[config.mk]
export PLATFORM = sky130hd
export DESIGN_NAME = spm_seq
export DESIGN_NICKNAME = d
export VERILOG_FILES = /design/src/rtl/spm_seq.sv
export SDC_FILE = /design/constraint.sdc
export NUM_CORES = 1
export LEC_CHECK = 0
export ABC_AREA = 1
export CORE_MARGIN = 3
export CORE_UTILIZATION = 25
export CTS_BUF_LIST = sky130_fd_sc_hd__clkbuf_4 sky130_fd_sc_hd__clkbuf_8 sky130_fd_sc_hd__clkbuf_16
export CTS_CLUSTER_SIZE = 8
export DETAILED_ROUTE_END_ITERATION = 12
export PLACE_DENSITY = 0.55
export RECOVER_POWER = 25
export SKIP_LAST_GASP = 1
export SLEW_MARGIN = 20
export SYNTH_ARGS = -nofsm -noshare
export SYNTH_HDL_FRONTEND = slang
export SYNTH_SLANG_ARGS = --single-unit
export TNS_END_PERCENT = 50
[constraint.sdc]
create_clock -name clk -period 3.7 [get_ports clk]
set_clock_uncertainty 0.05 [all_clocks]
set_input_delay 0.74 -clock clk [delete_from_list [all_inputs] [get_ports clk]]
set_output_delay 0.74 -clock clk [all_outputs]
set_load 0.02 [all_outputs]
[src/rtl/spm_seq.sv]
// rtl/spm_seq.sv - sequencer for the bit-serial serial-parallel multiplier
// Optional build macro SPM_SEQ_SIGNED_EN: sign-extend the serial multiplier (two's-complement y).
module spm_seq #(
    parameter int WIDTH = 32
) (
    input  logic               clk,
    input  logic               rst,
    input  logic               in_valid,
    output logic               in_ready,
    input  logic [WIDTH-1:0]   x_in,
    input  logic [WIDTH-1:0]   y_in,
    output logic [WIDTH-1:0]   x_arr,
    output logic               y_bit,
    output logic               arr_clr,
    input  logic               p_bit,
    output logic               out_valid,
    input  logic               out_ready,
    output logic [2*WIDTH-1:0] product
);

    localparam int PW = 2 * WIDTH;
    localparam int CW = $clog2(PW) + 1;

    typedef enum logic [1:0] {
        IDLE  = 2'd0,
        CLEAR = 2'd1,
        SHIFT = 2'd2,
        DONE  = 2'd3
    } state_t;

    state_t           state;
    state_t           state_nxt;
    logic [CW-1:0]    cnt;
    logic [WIDTH-1:0] y_reg;
    logic             y_fill;
    logic             accept;
    logic             last_bit;

    assign accept   = in_valid & in_ready;
    assign last_bit = (cnt == CW'(PW - 1));

`ifdef SPM_SEQ_SIGNED_EN
    // Arithmetic shift: the MSB re-fills itself, so the sign bit persists for k >= WIDTH.
    assign y_fill = y_reg[WIDTH-1];
`else
    assign y_fill = 1'b0;
`endif

    always_ff @(posedge clk or negedge rst) begin
        if (!rst) begin
            state <= IDLE;
        end else begin
            state <= state_nxt;
        end
    end

    always_comb begin
        state_nxt = state;
        in_ready  = 1'b0;
        arr_clr   = 1'b0;
        y_bit     = 1'b0;
        out_valid = 1'b0;
        case (state)
            IDLE: begin
                in_ready = 1'b1;
                if (in_valid) begin
                    state_nxt = CLEAR;
                end
            end
            CLEAR: begin
                arr_clr   = 1'b1;
                state_nxt = SHIFT;
            end
            SHIFT: begin
                y_bit = y_reg[0];
                if (last_bit) begin
                    state_nxt = DONE;
                end
            end
            DONE: begin
                out_valid = 1'b1;
                if (out_ready) begin
                    state_nxt = IDLE;
                end
            end
            default: state_nxt = IDLE;
        endcase
    end

    always_ff @(posedge clk or negedge rst) begin
        if (!rst) begin
            x_arr   <= '0;
            y_reg   <= '0;
            cnt     <= '0;
            product <= '0;
        end else begin
            if (accept) begin
                x_arr <= x_in;
                y_reg <= y_in;
            end
            case (state)
                CLEAR: begin
                    cnt     <= '0;
                    product <= '0;
                end
                SHIFT: begin
                    // After PW shifts the bit returned in cycle k lands in product[k].
                    y_reg   <= {y_fill, y_reg[WIDTH-1:1]};
                    product <= {p_bit, product[PW-1:1]};
                    cnt     <= cnt + CW'(1);
                end
                default: ;
            endcase
        end
    end

endmodule
Word level (Yosys, flattened, before mapping)
Index checks and enable logic that the tools add are counted.
{ "classes": {"muxes": 12, "n_reduce_logical": 4, "eq_ne": 7, "bitwise_logic": 1, "add_sub_neg": 1} }
{ "op_table": {"columns": ["operator", "count"], "rows": [
  ["$pmux 64 s2", 1],
  ["$mux 32", 2],
  ["$pmux 7 s2", 1],
  ["$pmux 2 s4", 1],
  ["$add 7x1->7 const B", 1],
  ["$eq 7x6->1 const B", 1],
  ["$mux 2", 3],
  ["$ne 2x2->1 const B", 3],
  ["$eq 2x2->1 const B", 2],
  ["$mux 1", 4],
  ["$reduce_bool 2->1", 2],
  ["$reduce_and 3->1", 1],
  ["$eq 2x1->1 const B", 1],
  ["$logic_not 2->1", 1],
  ["$and 1x1->1", 1]
]} }
{ "totals": {"wordCells": 30, "inputBits": 69, "regBits": 137, "out_inout_bits": 100} }

Depth between registers and ports, before layout
Gate-level depths: netlist (run 1).
{ "logic_depth": {"ltp_word": 5, "depth_mapped": 9, "mapped_depth_nobuf": 8} }

Worst setup path before layout (run 1)
Ideal clock, no wire load.
{ "synth_path": {"kind": "register to output", "start": "register state[0]", "end": "output y_bit", "stages_incl_launch_ff": 7, "t_required_ns": 2.910, "arrival_ns": 1.229, "n_path_buf": 2, "setup_slack_ns": 1.681, "path_cell_list": "dfrtp_1 > inv_1 > ha_1 > buf_4 > buf_2 > nand2_1 > inv_1"} }
{ "synth_via": {"elab_chain_cells": 2} }
{ "synth_rtl": {"columns": ["element", "line", "text"], "rows": [
  ["from (decl)", "31", "state_t state;"],
  ["from (signal assigned)", "53", "state <= state_nxt;"],
  ["$eq 2x2->1", "63", "case (state)"],
  ["$mux 1", "63", null],
  ["to (decl)", "13", "output logic y_bit,"]
]} }
No other way between the ends.

Worst setup path after layout (run 1)
Same ends and word-level chain as after synthesis.

==> results of run 1 <==
## layout by cell type (no fill, tap or decap), types with 5 or more instances in the layout
cell	Yosys	layout
nor2_1	71	71
nand3_1	5	5
dfrtp_1	137	137
clkbuf_16	0	17
buf_4	6	7
inv_1	75	75
o22ai_1	63	63
nor3_2	46	46
nand2_1	121	120
clkdlybuf4s50_1	0	167
nor3_1	17	17
## cell type report
cell class | count | area (um2) | area share (%)
sequential | 137 | 3428 | 41.43
inverter | 76 | 287.8 | 3.477
multi-input combinational | 342 | 1849 | 22.35
timing repair buffer | 176 | 1733 | 20.94
clock buffer | 18 | 439.2 | 5.307
clock inverter | 14 | 146.4 | 1.769
tap | 313 | 391.6 | 4.732
## per-stage QoR
step,cell area [um2],utilization [%],setup WS (ns)
global placement,7700,33.80,1.239
finish,8275,36.33,0.9147
global route,8275,36.33,0.4262
floorplan,5826,-,1.681
detailed placement,7700,33.80,1.206
CTS,8285,36.37,0.8823
## kinds of logic (layout without fill, tap and decap cells)
logic type	Yosys count	in the layout	share of synthesized area, %
compound gates	72	72	7.646
flops	137	137	58.85
fa+ha+maj	6	6	1.289
buf+inv	111	284	9.536
simple gates	264	264	22.68
## metal layers
layer	global-route usage [%]	wire length, um	part of all wire, %	vias up
met1	17.44	7485	49	2166
met5	0	0	0	-
met4	3.441	146	0.95	0
met2	17.50	6573	43	130
met3	4.702	1142	7.4	10
li1	-	-	-	2210
## worst max-delay path, stage by stage (launching register included)
cell and delay (ns):
dfrtp_1 0.41, inv_1 0.12, ha_2 0.29, nand2_1 0.09, inv_1 0.08, clkdlybuf4s50_1 0.60
## worst max-delay path by stage
stage	start	to	slack [ns]	cells past startpoint
2_1_floorplan	state[0]	y_bit	1.68	6
3_3_place_gp	in_valid	y_reg[5]	1.24	6
3_5_place_dp	in_valid	y_reg[7]	1.21	6
4_1_cts	state[0]	y_bit	0.88	5
5_1_grt	rst	product[15]	0.43	2
6_report	state[0]	y_bit	0.91	5
## power by group through the flow
| stage | Clock, mW | Sequential, mW | Combinational, mW |
|---|---|---|---|
| floorplan | 0 | 2.25 | 1.47 |
| global placement | 0 | 2.07 | 2.30 |
| detailed placement | 0 | 2.07 | 2.33 |
| CTS | 1.76 | 2.04 | 2.34 |
| global route | 1.83 | 2.09 | 2.55 |
| finish | 1.70 | 2.04 | 2.30 |
==> out/results.txt, run 1 <==
Die height -> 158.7 um
Ys flop type -> dfrtp_1
Mapped Nets -> 665
Vias in the first global route -> 4,593
Antenna cells -> 0
Global-route wire length before repair -> 24,310 um
Syn Inst Count -> 590
Ranking of synthesized cells by area -> dfrtp_1 59%, nor3_2 7.9%, nand2_1 7.8%
Dpl hpwl -> 9967 um
Critical Path Start Type -> flop
Antenna violations before repair -> 0
Hold-critical path depth -> 2
Iteration-0 DRC count of the detailed router -> 300
Setup tns final -> 0 ns
EDFF count, synth -> 0
Max-cap violation count -> 1
Total Routing Usage GR -> 12.30%
Worst R2R Start -> state[1]
CTS Hold Bufs -> 0
Via density -> 4.197
Int Power -> 3.716 mW
Grt ovf -> 0
PortBufs -> 168
Highest clock rate -> 359.0 MHz
Worst Path Max Fanout -> 6
Status -> finished with violations
TritonCTS buffer count -> 17
Sequential-to-total area share from yosys stat -> 58.85%
Clock tree sinks -> 137
TritonCTS clock tree -> built
Setup-failing EPs final -> 0
Comb power frac -> 38.1%
Routed WL per cell -> 14.26 um
Hold path start -> x_arr[24]
Crit end category -> output pin
CTS-repair resized insts -> 0
Fin cells -> 1,076
Leading area contributor after synthesis -> dfrtp_1
Synth unique cells -> 23
Clock-pin slew on the worst setup and hold paths -> 0.06 ns
Pin count of the biggest net entering global routing -> 80
End of the worst register-to-register path -> cnt[4]
Reg power frac -> 33.8%
R2R depth -> 8
Flop and latch count out of synthesis -> 137
Area Overhead vs Synth -> 42.05%
Max reg flops -> 64
Post-synth top cells -> 137 x dfrtp_1, 121 x nand2_1, 75 x inv_1
Synth warn -> 0
Reg2reg setup slack -> 1.52 ns
Peak VDD IR -> 0.4135 mV
# DRC -> 0
Vias -> 4,516
Post-synth top area share -> 58.85%
Hold path endpoint -> x_arr[24]
Violated checks -> capacitance limit, slew limit
Die ar. -> 25,170 um2
Hold Vio Cnt, Final -> 0
Syn Area/Cell -> 9.874 um2
Worst hold slack -> 0.4243 ns
PD cells -> 729.3 nW/um2
Total wire length -> 15,350 um
Fillers -> 2,313
Share of cells above drive strength 1 -> 12.32%
Placer Congestion -> 0.7379
Mapped Area -> 5826 um2
Cell with the most instances after synthesis -> dfrtp_1
Sw frac -> 38.43%
CTS Buffer Depth -> 2
Clk_lat worst skew -> 0.41 ns
Leak pwr -> 3.482 nW
Row count -> 55
Relative slew slack -> -39.76%
Final number of max-transition violations -> 80
Critical Path RT -> 2.91 ns
RSZ-0062 raised after global routing -> false
Final min period -> 2.785 ns
# nets final -> 825
Crit path DAT -> 2.00 ns
CTS H-tree depth -> 4
Period utilization -> 75.28%
Placed Cells -> 1,044
CTS root buffer -> clkbuf_16
Total power -> 6.035 mW
Ys async rst share -> 100.0%
Core Area -> 22,780 um2
Post-CTS setup buffers -> 0
First-pass iteration count of the detailed router -> 4
I/O pin count -> 169
Antenna Nets Post-Route -> 0
Worst hold path type -> reg -> reg
Clock power share -> 28.1%
Measured slew at the worst slew-check pin -> 2.096 ns
Starting Density -> 25.58%
Die X -> 158.7 um
Sw Pwr -> 2.320 mW
Crit path kind -> reg -> out
Power figures use the tool's default switching activity.
==> run 2: changes to the inputs <==
--- a/config.mk
+++ b/config.mk
@@ -11,7 +11,7 @@
 export CTS_BUF_LIST = sky130_fd_sc_hd__clkbuf_4 sky130_fd_sc_hd__clkbuf_8 sky130_fd_sc_hd__clkbuf_16
 export CTS_CLUSTER_SIZE = 8
 export DETAILED_ROUTE_END_ITERATION = 12
-export PLACE_DENSITY = 0.55
+export PLACE_DENSITY = 0.56
 export RECOVER_POWER = 25
 export SKIP_LAST_GASP = 1
 export SLEW_MARGIN = 20
==> constraint.sdc (replaced) <==
create_clock -name clk -period 2.35 [get_ports clk]
set_clock_uncertainty 0.05 [all_clocks]
set_input_delay 0.47 -clock clk [delete_from_list [all_inputs] [get_ports clk]]
set_output_delay 0.47 -clock clk [all_outputs]
set_load 0.02 [all_outputs]
==> run 2 against run 1 <==
Net effect:
- the run now ends clean
- core utilization rose by 0.71 points
- routed wire length decreased by 0.97%
- sequential power up 58%
- via count up 0.11%
- register-to-register slack lost 1.1 ns
- worst hold slack improved by 0.0012 ns
- first-iteration DRC count shrank 39%
- global-route usage down 0.17 points
- largest cell class unchanged
- highest routed layer unchanged
==> out/results.txt, run 2 (synthesized netlist as in run 1, its figures left out) <==
PD cells -> 1171 nW/um2
Worst hold path type -> reg -> reg
CTS H-tree depth -> 4
Die X -> 158.7 um
Antenna cells -> 0
Highest clock rate -> 453.3 MHz
Fin cells -> 1,081
Clock tree sinks -> 137
End of the worst register-to-register path -> y_reg[4]
Share of cells above drive strength 1 -> 12.89%
Critical Path Start Type -> flop
TritonCTS buffer count -> 17
Clock-pin slew on the worst setup and hold paths -> 0.06 ns
WP buf/inv -> 2
Worst Path Max Fanout -> 4
Final min period -> 2.206 ns
Core Area -> 22,780 um2
Status -> finished clean
Area Overhead vs Synth -> 44.82%
Reg2reg setup slack -> 0.45 ns
First-pass iteration count of the detailed router -> 6
I/O pin count -> 169
Routed WL per cell -> 14.06 um
Period utilization -> 93.88%
TritonCTS clock tree -> built
Global-route wire length before repair -> 24,010 um
R2R depth -> 7
Sw frac -> 36.89%
Crit end category -> output pin
# DRC -> 0
Peak VDD IR -> 0.4539 mV
Iteration-0 DRC count of the detailed router -> 184
Die height -> 158.7 um
Worst path max stage delay -> 0.60 ns
Clk_lat worst skew -> 0.41 ns
Measured slew at the worst slew-check pin -> 1.142 ns
Dpl hpwl -> 10,160 um
# nets final -> 831
Reg power frac -> 32.6%
Hold-critical path depth -> 2
Row count -> 55
Grt ovf -> 0
Most frequent cells in the layout -> 165 x clkdlybuf4s50_1, 137 x dfrtp_1, 120 x nand2_1, 75 x inv_1, 71 x nor2_1
PortBufs -> 168
Hold path endpoint -> x_arr[14]
Worst R2R Start -> state[0]
RSZ-0062 raised after global routing -> false
Final number of max-transition violations -> 0
Die ar. -> 25,170 um2
Antenna Nets Post-Route -> 0
Crit path DAT -> 1.69 ns
Clock power share -> 29.5%
Leak pwr -> 3.577 nW
Placed Cells -> 1,049
Comb power frac -> 37.9%
Setup tns final -> 0 ns
Pin count of the biggest net entering global routing -> 52
Relative slew slack -> 23.87%
Setup-failing EPs final -> 0
Antenna violations before repair -> 0
Crit-path slowest cell -> clkdlybuf4s50_1
Post-CTS setup buffers -> 0
Cell Chain, Critical Path -> inv_1, ha_1, clkdlybuf4s50_1
Placer Congestion -> 0.7293
Most common cell after layout, fill and taps aside -> clkdlybuf4s50_1
Via density -> 4.182
CTS Buffer Depth -> 2
Starting Density -> 25.58%
Delay-heaviest family, CP -> buffers and inverters
Int Power -> 6.236 mW
Hold Vio Cnt, Final -> 0
Max-cap violation count -> 0
Crit path kind -> reg -> out
Total wire length -> 15,200 um
Vias -> 4,521
Vias in the first global route -> 4,547
CTS root buffer -> clkbuf_16
Hold path start -> x_arr[14]
Critical Path RT -> 1.83 ns
Max reg flops -> 64
Total Routing Usage GR -> 12.12%
Sw Pwr -> 3.645 mW
Total power -> 9.881 mW
[run 2: cell types whose count changed in the layout (fill, tap and decap cells not counted), moves of 2 or more]
cell / change
bufinv_16: +2
clkdlybuf4s50_1: -2
inv_6: -2
clkbuf_8: +2
buf_12: +4
clkinv_2: -3
[run 2: what timing repair did]
action                     4_1_cts  5_1_grt
hold buffers                     1        0
hold endpoints to repair        41        0
setup endpoints to repair        1        1
resized for setup                1        1
[run 2: metal layers]
layer | share of wire [%] | GRT usage (%) | vias to the layer above
li1 | - | - | 2231
met1 | 48 | 16.98 | 2151
met2 | 42 | 17.03 | 127
met3 | 9.1 | 5.137 | 12
met4 | 1.0 | 3.564 | 0
met5 | 0 | 0 | -
[run 2: worst register-to-register path, stage by stage, from the launching register on]
cell     delay, ns
dfrtp_1       0.41
inv_1         0.12
ha_2          0.19
buf_4         0.31
inv_4         0.16
nand2_4       0.33
nor2_1        0.10
nor3_2        0.17
[run 2: metrics by stage]
stage | util [%] | hold slack (ns) | setup slack (ns) | instance area (um2)
2_1_floorplan | - | 0.1244 | 0.6011 | 5826
3_3_place_gp | 34.24 | 0.3861 | 0.4488 | 7800
3_5_place_dp | 34.24 | 0.3832 | 0.4306 | 7800
4_1_cts | 37.09 | 0.4307 | 0.04067 | 8449
5_1_grt | 37.04 | 0.4464 | 0.03986 | 8437
6_report | 37.04 | 0.4255 | 0.1438 | 8437
[run 2: worst max-delay path by stage]
stage / cells after the start / start / slack (ns) / to
global route: 3 / state[1] / 0.04 / arr_clr
detailed placement: 7 / state[0] / 0.43 / y_reg[4]
finish: 3 / state[1] / 0.14 / arr_clr
floorplan: 6 / state[0] / 0.60 / y_bit
CTS: 3 / state[1] / 0.04 / in_ready
global placement: 5 / state[0] / 0.45 / y_bit
[run 2: layout make-up]
class | instances | area, um2
timing repair buffer | 182 | 1839
fill | 2276 | 14340
clock buffer | 21 | 474.2
clock inverter | 10 | 166.4
tap | 313 | 391.6
inverter | 76 | 287.8
multi-input combinational | 342 | 1849
sequential | 137 | 3428
[run 2: power groups by stage]
stage          logic [mW]  clock network, mW  registers (mW)
4_1_cts              3.82               3.02            3.22
5_1_grt              4.15               3.10            3.29
3_3_place_gp         3.76                  0            3.25
6_report             3.74               2.92            3.22
3_5_place_dp         3.82                  0            3.26
2_1_floorplan        2.31                  0            3.55
